**src/rtl/beagleg_fifo_pkg.sv**
```systemverilog
// Shared record-format definitions for the beagleg byte/record fifos.
// The byte-to-record fifo and the record serializer both import this
// package so that both ends agree on word width and words per record.
package beagleg_fifo_pkg;

  // Default bits per word of a record.
  localparam int DefaultWordSize    = 8;
  // Default number of words in one record.
  localparam int DefaultRecordWords = 16;

  // Width of a whole record in bits.
  function automatic int record_bits(input int word_size, input int record_words);
    return word_size * record_words;
  endfunction

endpackage : beagleg_fifo_pkg

```
**src/rtl/record_serializer_if.sv**
```systemverilog
// Handshake bundle between a record producer / word consumer and the
// record serializer.
//   write_en  - offer one record (taken when full=0)
//   data_in   - record; word k occupies bits [(k+1)*WordSize-1 : k*WordSize]
//   full      - Depth records are buffered
//   read_en   - consume the current head word (taken when empty=0)
//   data_out  - current head word (0 while empty)
//   last      - data_out is the final word of its record
//   empty     - no word available
//   size      - number of unread words
// The master modport is the user side, the slave modport the serializer.
interface record_serializer_if
  import beagleg_fifo_pkg::*;
#(
  parameter int WordSize    = DefaultWordSize,
  parameter int RecordWords = DefaultRecordWords,
  parameter int Depth       = 8
) ();

  localparam int RecordSizeBits = record_bits(WordSize, RecordWords);
  localparam int StoragePosSize = $clog2(Depth * RecordWords);

  logic                      write_en;
  logic [RecordSizeBits-1:0] data_in;
  logic                      full;
  logic                      read_en;
  logic [WordSize-1:0]       data_out;
  logic                      last;
  logic                      empty;
  logic [StoragePosSize:0]   size;

  modport master (
    output write_en, data_in, read_en,
    input  full, data_out, last, empty, size
  );

  modport slave (
    input  write_en, data_in, read_en,
    output full, data_out, last, empty, size
  );

endinterface : record_serializer_if

```
**src/rtl/record_word_mux.sv**
```systemverilog
// Selects one word out of a record and flags the final word.
//   record - whole record, word k at bits [(k+1)*WordSize-1 : k*WordSize]
//   index  - word position inside the record
//   valid  - record is meaningful; when low both outputs are forced to 0
//   word   - selected word
//   last   - index points at word RecordWords-1
module record_word_mux
  import beagleg_fifo_pkg::*;
#(
  parameter int WordSize    = DefaultWordSize,
  parameter int RecordWords = DefaultRecordWords
) (
  input  logic [WordSize*RecordWords-1:0]  record,
  input  logic [$clog2(RecordWords)-1:0]   index,
  input  logic                             valid,
  output logic [WordSize-1:0]              word,
  output logic                             last
);

  localparam int RecordPosSize = $clog2(RecordWords);

  always_comb begin
    // NOTE: every output gets a default before any condition so no path
    // leaves it unassigned, which would otherwise infer a latch.
    word = '0;
    last = 1'b0;
    if (valid) begin
      word = record[int'(index) * WordSize +: WordSize];
      last = (index == RecordPosSize'(RecordWords - 1));
    end
  end

endmodule : record_word_mux

```
**src/rtl/record_serializer.sv**
```systemverilog
// Record-in / word-out fifo. Whole records are written in one cycle and
// read back one word at a time, lowest word first, with first-word
// fall-through on the output.
//   clk   - single clock, all state changes on its rising edge
//   rst_n - asynchronous active-low reset of pointers and word index
//   bus   - record_serializer_if slave modport (write_en, data_in, full,
//           read_en, data_out, last, empty, size)
// Record pointers carry one extra bit so that equal addresses can be told
// apart as either empty (same lap) or full (one lap apart).
module record_serializer
  import beagleg_fifo_pkg::*;
#(
  parameter int WordSize    = DefaultWordSize,
  parameter int RecordWords = DefaultRecordWords,
  parameter int Depth       = 8
) (
  input  logic               clk,
  input  logic               rst_n,
  record_serializer_if.slave bus
);

  localparam int RecordSizeBits = record_bits(WordSize, RecordWords);
  localparam int StorageSize    = Depth * RecordWords;
  localparam int StoragePosSize = $clog2(StorageSize);
  localparam int RecordPosSize  = $clog2(RecordWords);
  localparam int AddrSize       = $clog2(Depth);
  localparam int PtrSize        = AddrSize + 1;
  localparam int SizeBits       = StoragePosSize + 1;

  logic [RecordSizeBits-1:0] storage [Depth];

  logic [PtrSize-1:0]        write_ptr;
  logic [PtrSize-1:0]        read_ptr;
  logic [PtrSize-1:0]        ptr_diff;
  logic [RecordPosSize-1:0]  word_index;

  logic                      empty_int;
  logic                      full_int;
  logic                      write_fire;
  logic                      read_fire;
  logic [RecordSizeBits-1:0] head_record;
  logic [WordSize-1:0]       head_word;
  logic                      head_last;

  // Modular difference: number of records holding at least one unread word.
  assign ptr_diff  = write_ptr - read_ptr;
  assign empty_int = (write_ptr == read_ptr);
  assign full_int  = (ptr_diff == PtrSize'(Depth));

  // Both handshakes look only at registered state, so a read that frees
  // the last slot cannot admit a write in the same cycle, and a record
  // written into an empty buffer shows up one cycle later.
  assign write_fire = bus.write_en && !full_int;
  assign read_fire  = bus.read_en && !empty_int;

  // Storage holds data only; validity is tracked by the pointers.
  // NOTE: the record array has no reset branch on purpose - its contents
  // are never observed until written, and a reset would block RAM mapping.
  always_ff @(posedge clk) begin
    if (write_fire) begin
      storage[write_ptr[AddrSize-1:0]] <= bus.data_in;
    end
  end

  // NOTE: sequential state uses non-blocking assignments so every register
  // samples the pre-edge values regardless of statement order.
  always_ff @(posedge clk or negedge rst_n) begin
    if (!rst_n) begin
      write_ptr <= '0;
    end else if (write_fire) begin
      write_ptr <= write_ptr + PtrSize'(1);
    end
  end

  // Word index walks through the head record; on its final word the
  // record is retired and the index restarts at word 0 of the next one.
  always_ff @(posedge clk or negedge rst_n) begin
    if (!rst_n) begin
      read_ptr   <= '0;
      word_index <= '0;
    end else if (read_fire) begin
      if (head_last) begin
        word_index <= '0;
        read_ptr   <= read_ptr + PtrSize'(1);
      end else begin
        word_index <= word_index + RecordPosSize'(1);
      end
    end
  end

  assign head_record = storage[read_ptr[AddrSize-1:0]];

  record_word_mux #(
    .WordSize    (WordSize),
    .RecordWords (RecordWords)
  ) u_word_mux (
    .record (head_record),
    .index  (word_index),
    .valid  (!empty_int),
    .word   (head_word),
    .last   (head_last)
  );

  assign bus.data_out = head_word;
  assign bus.last     = head_last;
  assign bus.empty    = empty_int;
  assign bus.full     = full_int;
  // Records in flight times words per record, minus words already read
  // from the head record. Concatenation multiplies by RecordWords.
  assign bus.size     = {ptr_diff, {RecordPosSize{1'b0}}} - SizeBits'(word_index);

endmodule : record_serializer
```
**src/flat_wrapper.sv**
```systemverilog
// flat-port wrapper written by rule: the top's interface ports become plain ports
module record_serializer_flat import beagleg_fifo_pkg::*;
#(
  parameter int WordSize    = DefaultWordSize,
  parameter int RecordWords = DefaultRecordWords,
  parameter int Depth       = 8
)
  (clk, rst_n, bus_write_en, bus_data_in, bus_read_en, bus_full, bus_data_out, bus_last, bus_empty, bus_size);
  record_serializer_if #(.WordSize(WordSize), .RecordWords(RecordWords), .Depth(Depth)) bus_i ();
  input  logic clk;
  input  logic rst_n;
  input wire logic [$bits(bus_i.write_en)-1:0] bus_write_en;
  input wire logic [$bits(bus_i.data_in)-1:0] bus_data_in;
  input wire logic [$bits(bus_i.read_en)-1:0] bus_read_en;
  output wire logic [$bits(bus_i.full)-1:0] bus_full;
  output wire logic [$bits(bus_i.data_out)-1:0] bus_data_out;
  output wire logic [$bits(bus_i.last)-1:0] bus_last;
  output wire logic [$bits(bus_i.empty)-1:0] bus_empty;
  output wire logic [$bits(bus_i.size)-1:0] bus_size;
  assign bus_i.write_en = bus_write_en;
  assign bus_i.data_in = bus_data_in;
  assign bus_i.read_en = bus_read_en;
  assign bus_full = bus_i.full;
  assign bus_data_out = bus_i.data_out;
  assign bus_last = bus_i.last;
  assign bus_empty = bus_i.empty;
  assign bus_size = bus_i.size;
  record_serializer #(.WordSize(WordSize), .RecordWords(RecordWords), .Depth(Depth)) u_core (.clk(clk), .rst_n(rst_n), .bus(bus_i));
endmodule
```
**config.mk**
```make
export PLATFORM = sky130hd
export DESIGN_NAME = record_serializer_flat
export DESIGN_NICKNAME = d
export VERILOG_FILES = /design/src/rtl/beagleg_fifo_pkg.sv /design/src/rtl/record_serializer_if.sv /design/src/rtl/record_word_mux.sv /design/src/rtl/record_serializer.sv /design/src/flat_wrapper.sv
export SDC_FILE = /design/constraint.sdc
export NUM_CORES = 1
export LEC_CHECK = 0
export CAP_MARGIN = 20
export CORE_UTILIZATION = 40
export DETAILED_ROUTE_END_ITERATION = 12
export PLACE_DENSITY = 0.56
export SYNTH_ARGS = -nofsm -noshare
export SYNTH_HDL_FRONTEND = slang
export SYNTH_SLANG_ARGS = --single-unit
```
**constraint.sdc**
```tcl
create_clock -name clk -period 14.9 [get_ports clk]
set_input_delay 2.98 -clock clk [delete_from_list [all_inputs] [get_ports clk]]
set_output_delay 2.98 -clock clk [all_outputs]
set_load 0.01 [all_outputs]
```
==> summary.txt <==
Outcome
  – Status: finished, final reports clean

Setup path
  – Slowest stage delay, CP: 1170 ps
  – CP Data Required Time: 11920 ps
  – Maximum fanout along the worst path: 51
  – Setup CP Type: flip-flop to output pin
  – Startpoint types: flip-flop
  – CP bufs+invs: 3
  – Data arrival time of the critical path: slightly above 6000 ps
  – CP delay by family, top: buffers and inverters
  – Cell chain of the critical path: buf_4 > buf_4 > mux4_2 > a221oi_2 > a21oi_1 > a211oi_1 > nor3_1 > clkdlybuf4s50_1
  – Most frequent CP cell: buf_4
  – Critical path capture point type: output pin
  – CP max-delay cell: dfrtp_4

Yosys
  – Synth top area share: 0.767
  – Unique masters post-synth: 54
  – Synth top cells by count: 1024 x edfxtp_1, 164 x mux4_2, 155 x mux2i_1
  – #FFs+latches synth: 1036
  – Yosys warning count: 0
  – Compound-Gate Fraction of Synth Area: 0.0395
  – Count leader, synth: edfxtp_1
  – Post-Syn Instances: 1870
  – EDFF count, synth: 1024
  – Post-synth ARST share: 0.0116
  – Post-Synth Adder-Cell Area: 0.00268
  – Cell Area, Synth: between 40000 and 50000 µm²
  – Register area share after synthesis: 0.774
  – Mean Syn Cell Area: 21.4 µm²
  – Largest cells by area after synthesis: edfxtp_1 77%, mux4_2 9.2%, mux2i_1 3.9%, a22oi_1 1.8%, mux4_1 1.0%
  – Cell taking the most area after synthesis: edfxtp_1
  – Syn Nets: 2010
  – Most common flop cell mapped by yosys: edfxtp_1
  – Largest family of logic cells by synthesized area: multiplexers
  – Post-synthesis xor/xnor area fraction: 0.00306
  – Mux cell area share after synthesis: 0.144
  – Post-Synth Simple-Gate Area: 0.0172

Die
  – Die Span Y: 319 µm
  – Initial Util: 0.406
  – Core footprint: 98900 µm²
  – Die ar.: roughly 100000 µm²
  – DIE WIDTH: 319 µm
  – IO Pins: 151
  – Core Rows: 115

Drt
  – 1st-iter DRT viols: approximately 1.8k
  – Antenna Nets Post-Route: 0
  – Drt wl/cell: 28.8 µm
  – Vias/cell: 5.69
  – Drt drc: 0
  – Via Count: 19.7k
  – Post-Route WL: 100 mm
  – First drt pass iteration count: 5

Global route
  – Initial antenna violation count: 11
  – Met1 Use GR: 0.273
  – GR Util met3: 0.0379
  – Global route hottest layer: met2
  – Total GRT Usage: 0.196
  – Largest net degree at the start of global routing: 120
  – Vias in the first global route: 20.2k
  – First-pass GRT wire length: 144 mm
  – Grt total ovfl: 0
  – Met2 usage: 0.316

Timing
  – Fin crit period: 9060 ps
  – RSZ-0062 raised after global routing: false
  – Worst-Margin Slew: 1120 ps
  – Max Slew Vio Count: 0
  – Final setup vio count: 0
  – Fin Clk Skew: 17.9 ps
  – Fin crit share: 0.608
  – Post-route setup slack: 5840 ps
  – Slew Limit Headroom: 0.247
  – Fin. Hold Viols: 0
  – Fmax achieved: 110 MHz

Power
  – Pwr per Cell Area: roughly 200 nW/µm²
  – Max VDD drop: 0.000153 V
  – P_leak: 15.4 nW

Placed design
  – GP Congestion: 0.785
  – Dpl cell area: around 43000 µm²
  – Port bufs: 150
  – Place WS: 6450 ps
  – Hpwl dp: 58.3 mm

Clock tree
  – TritonCTS Buffers: 108
  – Post_cts resized: 0
  – Clock buffer depth: 3
  – Hold buffer count at cts: 0
  – H-tree Lvls: 3
  – Clk sinks: ~1.0k
  – Number of setup buffers added after CTS: 0
  – CTS Root Cell: clkbuf_16
  – Clk pin slew, worst setup/hold paths: 60 ps
  – Clk_lat worst skew: 680 ps
  – CTS tree: yes

Flow run
  – Max_cap viols: 0

Worst hold path
  – Class of the worst hold path: flip-flop to flip-flop

Finish
  – Share of layout cells above drive strength 1: 0.192
  – Nets@finish: 2230
  – Area delta synth->final: 16.3%
  – Design area: 46600 µm²
cells in the final DEF (no fill, tap or decap), drive strengths merged, types with 12 or more instances in the layout:
cell | Yosys | routed
nor3 | 21 | 21
a22oi | 98 | 98
nand2 | 28 | 28
clkbuf | 25 | 125
bufinv | 0 | 14
o22ai | 14 | 14
a221oi | 17 | 17
o221ai | 16 | 16
nor4 | 14 | 14
nor2 | 23 | 23
buf | 75 | 60
clkdlybuf4s50 | 0 | 150
dfrtp | 12 | 12
a21oi | 25 | 25
mux4 | 180 | 180
clkinv | 0 | 53
nand3 | 31 | 31
inv | 13 | 15
edfxtp | 1024 | 1024
mux2i | 155 | 155
kinds of logic after synthesis:
family,count (synthesis)
flip-flops,1036
multiplexers,345
buffers and inverters,113
AO/OA/AOI/OAI,215
XOR/XNOR,14
AND/OR/NAND/NOR,139
adder cells (fa/ha/maj),8
stage by stage:
stage / cells / total power [mW] / TNS (ps) / hold WS [ps] / utilization
floorplan: 1870 / 5.77 / -1003560 / 462 / -
global placement: 3262 / 6.68 / 0 / 481 / 0.435
detailed placement: 3267 / 6.73 / 0 / 485 / 0.436
CTS: 3465 / 9.42 / 0 / 497 / 0.472
global route: 3466 / 9.67 / 0 / 527 / 0.472
finish: 3467 / 9.32 / 0 / 493 / 0.472
worst register-to-register path, stage by stage, from the launching register on:
cell and delay (ps):
dfrtp_4 1170, buf_4 690, ha_1 320, nor2b_1 60
o21ai_0 210, nor3b_1 330, o41ai_2 130, buf_4 210
nor3_2 200, buf_4 730, buf_4 1010
sequential cells by signal, summed over array words and instances, names as in the netlist:
register / flops
u_core.read_ptr: 4
u_core.storage: 1024
u_core.word_index: 4
u_core.write_ptr: 4
path summary, 6_finish.rpt:
check | to | cells past startpoint | slack [ps] | start
setup / recovery | bus_data_out[7] | 8 | 5840 | u_core.read_ptr[0]$_DFFE_PN0P_
hold / removal | u_core.read_ptr[3]$_DFFE_PN0P_ | 1 | 490 | u_core.read_ptr[3]$_DFFE_PN0P_
setup reg to reg | u_core.storage[5][23]$_DFFE_PP_ | 10 | 9400 | u_core.read_ptr[0]$_DFFE_PN0P_
hold reg to reg | u_core.read_ptr[3]$_DFFE_PN0P_ | 1 | 490 | u_core.read_ptr[3]$_DFFE_PN0P_
max in group asynchronous | u_core.read_ptr[1]$_DFFE_PN0P_ | 1 | 11770 | rst_n
min in group asynchronous | u_core.read_ptr[0]$_DFFE_PN0P_ | 1 | 2680 | rst_n
power breakdown:
group / total (mW) / internal (mW) / switching, mW
combinational: 2.73 / 1.04 / 1.69
clock: 2.69 / 1.58 / 1.11
sequential: 3.90 / 3.73 / 0.167
total: 9.32 / 6.36 / 2.96
layout make-up:
cell class	count	area, µm²
antenna	2	5.00
clock inverter	73	779
clock buffer	125	2790
multi-input combinational	721	8370
inverter	13	48.8
fill	8054	52200
timing repair buffer	210	1980
tap	1287	1610
sequential	1036	31100
per-layer routing:
layer | wire (µm) | share of wire | vias up
li1 | - | - | 8369
met1 | 42900 | 0.43 | 10500
met2 | 48600 | 0.49 | 645
met3 | 6280 | 0.063 | 145
met4 | 2100 | 0.021 | 14
met5 | 103 | 0.0010 | -
Note: power is estimated with default switching activity, not from simulation.
